**config.mk**
```make
export PLATFORM = sky130hd
export DESIGN_NAME = zebra_stripe_analyzer
export DESIGN_NICKNAME = d
export VERILOG_FILES = /design/src/rtl/zebra_stripe_analyzer.sv
export SDC_FILE = /design/constraint.sdc
export NUM_CORES = 1
export LEC_CHECK = 0
export ABC_AREA = 0
export BUFFER_PORTS_ARGS = -buffer_cell sky130_fd_sc_hd__buf_2
export CAP_MARGIN = 10
export CORE_MARGIN = 2
export CORE_UTILIZATION = 48
export CTS_BUF_LIST = sky130_fd_sc_hd__clkbuf_2
export CTS_CLUSTER_DIAMETER = 50
export DETAILED_ROUTE_END_ITERATION = 6
export PLACE_DENSITY = 0.7
export SLEW_MARGIN = 0
export SYNTH_ARGS = -nofsm -noshare
export SYNTH_HDL_FRONTEND = slang
export SYNTH_SLANG_ARGS = --single-unit
```
**constraint.sdc**
```tcl
create_clock -name clk -period 10.7 [get_ports clk]
set_input_delay 0.535 -clock clk [delete_from_list [all_inputs] [get_ports clk]]
set_output_delay 0.535 -clock clk [all_outputs]
set_load 0.03 [all_outputs]
```
**src/rtl/zebra_stripe_analyzer.sv**
```systemverilog
// Zebra-crossing analyser for a raster pixel stream.
// Pixels are binarised against a per-frame threshold. White runs of at least
// MIN_RUN pixels on N_SCAN_ROWS scan rows are counted, rows are voted at the
// end of each frame, and the frame decision is passed through confirm/release
// hysteresis before driving crossing_detected.
//
// Stream handshake: a pixel transfers on every rising clk edge where
// x_valid && x_ready. x_data must be stable while x_valid is high; x_ready
// is high only while scanning and drops for the two end-of-frame cycles.
// The source may insert idle cycles at any point.
module zebra_stripe_analyzer #(
   parameter int IMG_WIDTH      = 640,
   parameter int IMG_HEIGHT     = 480,
   parameter int W              = 8,
   parameter int N_SCAN_ROWS    = 4,
   parameter int ROW_START      = 240,
   parameter int ROW_STEP       = 40,
   parameter int MIN_RUN        = 8,
   parameter int MIN_STRIPES    = 3,
   parameter int MAX_STRIPES    = 12,
   parameter int ROW_VOTES      = 3,
   parameter int CONFIRM_FRAMES = 2,
   parameter int RELEASE_FRAMES = 3
) (
   input  logic                               clk,
   input  logic                               rst,
   input  logic                               x_valid,
   output logic                               x_ready,
   input  logic [W-1:0]                       x_data,
   input  logic [W-1:0]                       threshold,
   output logic                               crossing_detected,
   output logic                               detection_valid,
   output logic [7:0]                         stripe_count,
   output logic [$clog2(N_SCAN_ROWS+1)-1:0]   rows_voted,
   output logic [1:0]                         fsm_state
);

   localparam int XW  = (IMG_WIDTH  > 1) ? $clog2(IMG_WIDTH)  : 1;
   localparam int YW  = (IMG_HEIGHT > 1) ? $clog2(IMG_HEIGHT) : 1;
   localparam int RW  = $clog2(MIN_RUN + 1);
   localparam int HW  = $clog2(CONFIRM_FRAMES + 1);
   localparam int MW  = $clog2(RELEASE_FRAMES + 1);
   localparam int RVW = $clog2(N_SCAN_ROWS + 1);

   localparam logic [XW-1:0]  X_LAST    = XW'(IMG_WIDTH - 1);
   localparam logic [YW-1:0]  Y_LAST    = YW'(IMG_HEIGHT - 1);
   localparam logic [RW-1:0]  RUN_MAX   = RW'(MIN_RUN);
   localparam logic [HW-1:0]  CONF_LAST = HW'(CONFIRM_FRAMES - 1);
   localparam logic [MW-1:0]  REL_LAST  = MW'(RELEASE_FRAMES - 1);
   localparam logic [RVW-1:0] VOTES_REQ = RVW'(ROW_VOTES);

   typedef enum logic [1:0] {
      S_SCAN   = 2'd0,
      S_EVAL   = 2'd1,
      S_REPORT = 2'd2
   } state_t;

   state_t         state, state_next;
   logic [XW-1:0]  x_cnt;
   logic [YW-1:0]  y_cnt;
   logic [W-1:0]   thr_lat;
   logic [RW-1:0]  run_cnt;
   logic [7:0]     stripe_cnt [N_SCAN_ROWS];
   logic [HW-1:0]  hit_cnt;
   logic [MW-1:0]  miss_cnt;

   logic                    accept, first_px, frame_last, white;
   logic [W-1:0]            thr_eff;
   logic [RW-1:0]           run_base, run_len, ended_len;
   logic                    run_end, stripe_inc;
   logic [N_SCAN_ROWS-1:0]  row_act;
   logic [RVW-1:0]          votes;
   logic [7:0]              max_cnt;
   logic                    frame_hit;

   assign x_ready    = (state == S_SCAN) && !rst;
   assign accept     = x_valid && x_ready;
   assign first_px   = (x_cnt == '0) && (y_cnt == '0);
   assign frame_last = accept && (x_cnt == X_LAST) && (y_cnt == Y_LAST);
   assign fsm_state  = state;

   // Pixel classification and white-run termination for the current pixel
   always_comb begin
      thr_eff    = first_px ? threshold : thr_lat;
      white      = (x_data >= thr_eff);
      run_base   = (x_cnt == '0) ? '0 : run_cnt;
      run_len    = (run_base == RUN_MAX) ? RUN_MAX : run_base + RW'(1);
      ended_len  = white ? run_len : run_base;
      run_end    = !white || (x_cnt == X_LAST);
      stripe_inc = run_end && (ended_len == RUN_MAX);
      for (int i = 0; i < N_SCAN_ROWS; i++) begin
         row_act[i] = (y_cnt == YW'(ROW_START + i * ROW_STEP));
      end
   end

   // End-of-frame row vote and maximum stripe count
   always_comb begin
      votes   = '0;
      max_cnt = '0;
      for (int i = 0; i < N_SCAN_ROWS; i++) begin
         if ((stripe_cnt[i] >= 8'(MIN_STRIPES)) && (stripe_cnt[i] <= 8'(MAX_STRIPES)))
            votes = votes + RVW'(1);
         if (stripe_cnt[i] > max_cnt)
            max_cnt = stripe_cnt[i];
      end
      frame_hit = (votes >= VOTES_REQ);
   end

   // FSM state register
   always_ff @(posedge clk or posedge rst) begin
      if (rst) state <= S_SCAN;
      else     state <= state_next;
   end

   // FSM next state: scan until the last pixel, then one evaluate and one report cycle
   always_comb begin
      state_next = state;
      case (state)
         S_SCAN:   if (frame_last) state_next = S_EVAL;
         S_EVAL:   state_next = S_REPORT;
         S_REPORT: state_next = S_SCAN;
         default:  state_next = S_SCAN;
      endcase
   end

   // Raster position, frame threshold latch and running white-run length
   always_ff @(posedge clk or posedge rst) begin
      if (rst) begin
         x_cnt   <= '0;
         y_cnt   <= '0;
         thr_lat <= '0;
         run_cnt <= '0;
      end else if (accept) begin
         if (first_px) thr_lat <= threshold;
         run_cnt <= white ? run_len : '0;
         if (x_cnt == X_LAST) begin
            x_cnt <= '0;
            y_cnt <= (y_cnt == Y_LAST) ? '0 : y_cnt + YW'(1);
         end else begin
            x_cnt <= x_cnt + XW'(1);
         end
      end
   end

   // Per-row stripe counters; cleared in REPORT so each frame starts from zero
   always_ff @(posedge clk or posedge rst) begin
      if (rst) begin
         for (int i = 0; i < N_SCAN_ROWS; i++) stripe_cnt[i] <= '0;
      end else if (state == S_REPORT) begin
         for (int i = 0; i < N_SCAN_ROWS; i++) stripe_cnt[i] <= '0;
      end else if (accept && stripe_inc) begin
         for (int i = 0; i < N_SCAN_ROWS; i++)
            if (row_act[i] && (stripe_cnt[i] != 8'hFF))
               stripe_cnt[i] <= stripe_cnt[i] + 8'd1;
      end
   end

   // Registered frame results and confirm/release hysteresis, updated in EVAL
   always_ff @(posedge clk or posedge rst) begin
      if (rst) begin
         crossing_detected <= 1'b0;
         detection_valid   <= 1'b0;
         stripe_count      <= '0;
         rows_voted        <= '0;
         hit_cnt           <= '0;
         miss_cnt          <= '0;
      end else begin
         detection_valid <= (state == S_EVAL);
         if (state == S_EVAL) begin
            rows_voted   <= votes;
            stripe_count <= max_cnt;
            if (!crossing_detected) begin
               if (frame_hit) begin
                  miss_cnt <= '0;
                  if (hit_cnt == CONF_LAST) begin
                     crossing_detected <= 1'b1;
                     hit_cnt           <= '0;
                  end else begin
                     hit_cnt <= hit_cnt + HW'(1);
                  end
               end else begin
                  hit_cnt <= '0;
               end
            end else begin
               if (!frame_hit) begin
                  hit_cnt <= '0;
                  if (miss_cnt == REL_LAST) begin
                     crossing_detected <= 1'b0;
                     miss_cnt          <= '0;
                  end else begin
                     miss_cnt <= miss_cnt + MW'(1);
                  end
               end else begin
                  miss_cnt <= '0;
               end
            end
         end
      end
   end

endmodule

```
==> results.toml, run 1 <==
[synth]
netlist.area_leader.share_pct = 36.0
synth_top_cell_by_area = "dfrtp_1"
synth_compound_area_share_pct = 16.0
synth_edf_count = 0
synth_fp_nets = 706
yosys_warnings = 0
synthArstFlopShare_pct = 100
synthXorXnorAreaFrac_pct = 1.54
synth_seq_area_share_pct = 36.0
synth_cell_types = 56
synth.area.top_cells = "dfrtp_1 36%, ha_1 11%, a21oi_1 4.1%"
synth_cells = 638
synth_top_family_by_area = "simple AND/OR/NAND/NOR gates"
syn_area_per_cell_um2 = 8.93
yosys_most_used_dff = "dfrtp_1"
synth_seq_cells = 82
synth-simple-area-share_pct = 23.8
syn_area_mm2 = 0.00570
synth_adder_area_share_pct = 10.8
muxShareOfSynthArea_pct = 7.55

[clock_network]
postCtsSetupRepairBufs = 0
cts.path.max_buffers = 2
root_buffer = "clkbuf_2"
clock_latency_ns = 0.57
cts_resized = 0
cts_tree = "built"
hold_buffers = 0
clkSinkCount = 82
clk_pin_slew_worst_paths_ns = 0.23
cts_inserted_buffers = 9
htree_levels = 3

[detailed_routing]
finalWirelength_mm = 13.2
wl_per_cell_um = 16.3
drtAntennaViolNets = 0
vias = 4973
via_per_inst = 6.13
drt_iter0_drc = 342
drc_errors = 2
first_pass_iters = 7

[sta]
fin_tns_setup_ns = 0
final.period_utilization_pct = 58.6
hold_viol = 0
fin_crit_ns = 6.27
skew_ns = 0.0214
finalHoldWorstSlack_ns = 0.187
tightest_slew_ns = 1.02
setup_violations = 0
final-max-slew-violation-count = 0
max_freq_mhz = 160
max_slew_margin_pct = 31.1
rsz0062_at_grt = "no"

[worst_hold_path]
min_path_type = "primary input to flip-flop"

[global_route]
grt_pass1_vias = 4678
grt_start_max_net_pins = 83
overflow = 0
grt_usage_pct = 21.7
grt_first_pass_wirelength_mm = 22.5
antenna_found_initial = 0

[setup_path]
critPathLaunchType = "flip-flop"
crit_arrival_ns = 6.75
path_class = "flip-flop to flip-flop"
rrSetupSlack_ns = 4.43
cp.required_ns = 11.18
end_kind = "flip-flop"
critPathMaxFanout = 10

[floorplanning]
io_pins = 35
die_area_mm2 = 0.0128
design.core.area_mm2 = 0.0115
start_util_pct = 49.5
fp.dieH_um = 113
die_x_um = 113
fp-row-count = 39

[cells_and_area]
layout.nets = 731
finish.utilization_pct = 52.9
area_growth_pct = 6.98
layout_common_cells = "82 x dfrtp_1, 56 x nand2_1, 49 x ha_1, 47 x a21oi_1, 39 x nor2_1"
layout_commonest_cell = "dfrtp_1"
final_layout_size_suffix_gt1_share_pct = 14.2
fin_cells = 811
diodes = 0

[power_and_ir_drop]
pwr-share-comb_pct = 11.4
p_sw_uw = 167
seqPwrFrac_pct = 59.3
finalPower_uw = 572
p_clk_share_pct = 29.3
switching_share_pct = 29.2
p_leak_uw = 0.00274
intPower_uw = 405
power_density_mw_per_mm2 = 93.8
vdd.ir_drop.worst_mv = 0.107

[place]
placed_cells = 795
portBuffers = 34
place.gp.congestion = 0.925
dpl.hpwl_mm = 9.64

[status]
violations = "DRC"
status = "finished with violations"

[flow_run]
cap_viol_max_count = 0
-- cell usage after synthesis, types with 3 or more instances --
| master | n |
|---|---|
| inv_1 | 39 |
| o221a_2 | 8 |
| o31ai_1 | 18 |
| and3_1 | 11 |
| or3_1 | 21 |
| nor2b_1 | 8 |
| dfrtp_1 | 82 |
| o21ai_0 | 38 |
| nand3_1 | 21 |
| a31oi_1 | 7 |
| nand2_1 | 56 |
| nor2_1 | 39 |
| clkbuf_1 | 18 |
| o21a_1 | 3 |
| ha_1 | 49 |
| nand2b_1 | 11 |
| xnor2_1 | 7 |
| mux2_2 | 20 |
| nand3b_1 | 6 |
| o211ai_1 | 4 |
| a21o_1 | 4 |
| buf_1 | 4 |
| xor2_1 | 3 |
| nor4_1 | 9 |
| and4_1 | 3 |
| a21oi_1 | 47 |
| nor4b_1 | 3 |
| nor3_1 | 11 |
| nand4_1 | 22 |
| or2_2 | 4 |
| mux2i_1 | 19 |
| or4_1 | 13 |
-- area by class of cell --
class	count	area, um^2
fillers	1068	5420
multi-input cells	492	3400
flip-flops and latches	82	2050
repair buffers	38	200
well taps	143	179
inverters	40	151
clock buffers	11	55.1
clock inverters	5	55.1
-- state kept, by name, indices dropped and copies added (netlist names) --
| register | cells |
|---|---|
| crossing_detected | 1 |
| detection_valid | 1 |
| fsm_state | 2 |
| hit_cnt | 2 |
| miss_cnt | 2 |
| rows_voted | 3 |
| run_cnt | 4 |
| stripe_cnt | 32 |
| stripe_count | 8 |
| thr_lat | 8 |
| x_cnt | 10 |
| y_cnt | 9 |
-- path summary, 6_finish.rpt --
| kind | cells after the start | startpoint | end |
|---|---|---|---|
| setup / recovery | 23 | stripe_cnt[29]$_DFFE_PP0P_ | stripe_count[1]$_DFFE_PP0P_ |
| max in group asynchronous | 3 | rst | thr_lat[5]$_DFFE_PP0P_ |
| hold reg to reg | 2 | rows_voted[0]$_DFFE_PP0P_ | rows_voted[0]$_DFFE_PP0P_ |
| hold / removal | 2 | threshold[3] | thr_lat[3]$_DFFE_PP0P_ |
| min in group asynchronous | 3 | rst | x_cnt[5]$_DFFE_PP0P_ |
| setup reg to reg | 23 | stripe_cnt[29]$_DFFE_PP0P_ | stripe_count[1]$_DFFE_PP0P_ |
-- worst max-delay path, cell delays in order, from the launching register on --
cell       delay, ns
dfrtp_1         0.50
nor4_1          0.49
nand3_1         0.12
nand2_1         0.12
ha_1            0.24
nor2b_1         0.14
o211ai_1        0.15
a21oi_1         0.09
o22ai_1         0.57
mux2i_1         0.39
inv_1           0.08
ha_1            0.28
nor2b_1         0.13
o21a_1          0.15
o21ai_0         0.13
a21o_1          0.40
mux2i_1         0.27
ha_1            0.27
a21o_1          0.18
a21oi_1         0.21
o2111ai_1       0.15
o311a_1         0.24
or3_1           0.52
o221a_2         0.32
-- layer usage --
| metal | GRT usage [%] | up-vias | routed length, um |
|---|---|---|---|
| li1 | - | 2409 | - |
| met1 | 28.7 | 2410 | 5990 |
| met2 | 36.9 | 126 | 6250 |
| met3 | 2.84 | 28 | 626 |
| met4 | 7.64 | 0 | 319 |
| met5 | 0 | - | 0 |
-- cells by family after synthesis --
| kind of cell | Yosys count |
|---|---|
| compound gates | 145 |
| xor+xnor | 10 |
| fa+ha+maj | 49 |
| buf+inv | 64 |
| flops | 82 |
| mux | 40 |
| simple gates | 248 |
-- per-stage QoR --
| step | instance area (um^2) | setup WS, ns |
|---|---|---|
| 3_5_place_dp | 5990 | 4.58 |
| 6_report | 6100 | 4.43 |
| 2_1_floorplan | 5700 | 4.97 |
| 3_3_place_gp | 5990 | 4.84 |
| 5_1_grt | 6100 | 3.96 |
| 4_1_cts | 6100 | 4.53 |
-- power by group through the flow --
stage / combinational (uW) / clock (uW) / sequential [uW]
floorplan: 49.4 / 0 / 341
global placement: 62.8 / 0 / 344
detailed placement: 65.5 / 0 / 344
CTS: 66.0 / 175 / 339
global route: 75.7 / 187 / 342
finish: 65.0 / 168 / 339
Power figures use the tool's default switching activity.
==> run 2, diff against run 1 <==
clock period = 5.8 ns   (was 10.7 ns; I/O delays follow)
==> run 2 against run 1 <==
Against the previous run: worst hold slack worse by 0.14 ns; worst setup slack worse by 4.1 ns; clock power is 54% higher; largest cell class unchanged; count of clock-buffer cells in the layout is 1 lower; routed wire length is 2.0% higher; power is 77% higher; sequential power is 84% higher; clock skew is 0.013 ns higher; the flow still finishes with violations (DRC); combinational power is 92% higher.
==> results.toml, run 2 (synthesis gave the netlist of run 1 again) <==
[sta]
skew_ns = 0.0344
hold_viol = 0
max_slew_margin_pct = 29.4
layout_setup_ws_ns = 0.376
fin_crit_ns = 5.42
tightest_slew_ns = 1.05
fin_tns_setup_ns = 0
final-max-slew-violation-count = 0
max_freq_mhz = 184
rsz0062_at_grt = "no"
final.period_utilization_pct = 93.5
setup_violations = 0

[cells_and_area]
largestRegisters = "stripe_cnt: 32 flops, x_cnt: 10 flops, y_cnt: 9 flops"
largest_reg_flops = 32
finish.utilization_pct = 54.2
layout_commonest_cell = "dfrtp_1"
area_growth_pct = 9.55
diodes = 0
multi_input_area_mm2 = 0.00344
final_layout_size_suffix_gt1_share_pct = 15.6
layout.nets = 747
seqCellArea_mm2 = 0.00205
max_flop_register = "stripe_cnt"
final.fill_count = 1051
layout_common_cells = "81 x dfrtp_1, 56 x nand2_1, 49 x ha_1, 47 x a21oi_1, 39 x nor2_1"

[setup_path]
crit_path_frequent_cell = "ha_1"
critPathLaunchType = "flip-flop"
end_kind = "flip-flop"
cp_slowest_stage_delay_ns = 0.50
path_class = "flip-flop to flip-flop"
critPathSlowestCell = "dfrtp_2"
critPathMaxFanout = 10
crit_arrival_ns = 5.92
path_cells = "nor4_4, nand3_1, nand2_1, ha_1, nor2b_1, o211ai_1, a21oi_1, o22ai_2, buf_4, mux2_2, inv_1, ha_1, nand2_1, o21ai_0, mux2i_1, a21o_2, buf_4, mux2i_1, ha_1, nand3_1, o311a_1, or3_4, o221a_2"
cp.required_ns = 6.30

[floorplanning]
fp.dieH_um = 113
io_pins = 35
design.core.area_mm2 = 0.0115
fp-row-count = 39
die_x_um = 113
die_area_mm2 = 0.0128
start_util_pct = 49.5

[power_and_ir_drop]
switching_share_pct = 30.2
p_sw_uw = 305
seqPwrFrac_pct = 61.9
power_density_mw_per_mm2 = 162
finalPower_uw = 1010
p_clk_share_pct = 25.7
pwr-share-comb_pct = 12.4
intPower_uw = 704
vdd.ir_drop.worst_mv = 0.141
p_leak_uw = 0.00281

[clock_network]
cts.path.max_buffers = 2
cts_inserted_buffers = 9
clk_pin_slew_worst_paths_ns = 0.24
htree_levels = 3
clkSinkCount = 82
root_buffer = "clkbuf_2"
clock_latency_ns = 0.58
cts_tree = "built"

[global_route]
grt_first_pass_wirelength_mm = 22.6
overflow = 0
grt_usage_pct = 21.7
antenna_found_initial = 0
grt_pass1_vias = 4748
grt_start_max_net_pins = 83

[detailed_routing]
drc_errors = 2
via_per_inst = 6.10
finalWirelength_mm = 13.5
first_pass_iters = 7
drt_iter0_drc = 375
drtAntennaViolNets = 0
vias = 5047
wl_per_cell_um = 16.3

[place]
dpl.hpwl_mm = 9.69
dpl_worst_slack_ns = 0.0552
portBuffers = 34
place.gp.congestion = 0.934

[flow_run]
cap_viol_max_count = 0

[status]
status = "finished with violations"
violations = "DRC"

[worst_hold_path]
min_path_type = "primary input to async pin"
[run 2: layout make-up]
class	count	area share, %
well taps	143	2.87
clock buffers	10	0.802
clock inverters	6	0.541
multi-input cells	492	55.0
repair buffers	54	5.45
inverters	40	2.42
flip-flops and latches	82	32.9
[run 2: stage by stage]
stage / cell area, um^2 / hold WS [ns] / cells
CTS: 6200 / 0.0274 / 825
global route: 6240 / 0.103 / 827
detailed placement: 6030 / 0.451 / 801
finish: 6240 / 0.0426 / 827
floorplan: 5700 / 0.442 / 638
global placement: 6030 / 0.447 / 801
[run 2: final timing paths]
path	startpoint	to	slack [ns]	cells past startpoint
setup / recovery	stripe_cnt[31]$_DFFE_PP0P_	stripe_count[4]$_DFFE_PP0P_	0.38	23
hold / removal	rst	x_cnt[7]$_DFFE_PP0P_	0.04	3
setup reg to reg	stripe_cnt[31]$_DFFE_PP0P_	stripe_count[4]$_DFFE_PP0P_	0.38	23
hold reg to reg	rows_voted[0]$_DFFE_PP0P_	rows_voted[0]$_DFFE_PP0P_	0.50	2
max in group asynchronous	rst	stripe_cnt[31]$_DFFE_PP0P_	5.07	3
min in group clk	rst	run_cnt[3]$_DFFE_PP0P_	0.21	5
[run 2: power groups by stage]
| stage | clock network [uW] | logic (uW) | registers, uW |
|---|---|---|---|
| after detailed placement | 0 | 121 | 635 |
| after global placement | 0 | 116 | 635 |
| after global routing | 293 | 143 | 631 |
| after floorplan | 0 | 91.1 | 629 |
| final | 259 | 125 | 625 |
| after CTS | 271 | 125 | 625 |
[run 2: routing by layer]
metal  GRT usage (%)  vias to the layer above  wire (um)
met5               0                        -          0
met4            8.29                        0        267
met3            3.37                       31        656
met2            35.8                      156       6350
met1            28.9                     2407       6180
li1                -                     2453          -
[run 2: timing repair]
action / CTS / global route
resized for setup: 0 / 7
setup buffers: 0 / 2
hold endpoints to repair: 8 / 0
hold buffers: 8 / 0
setup endpoints to repair: 0 / 8
[run 2: worst max-delay path: cells and delay by family (launching register included)]
kind / cells / cell delay, ns
buf+inv: 3 / 0.43
fa+ha+maj: 3 / 0.72
compound gates: 7 / 1.74
simple gates: 7 / 1.33
mux: 3 / 0.61
flops: 1 / 0.50
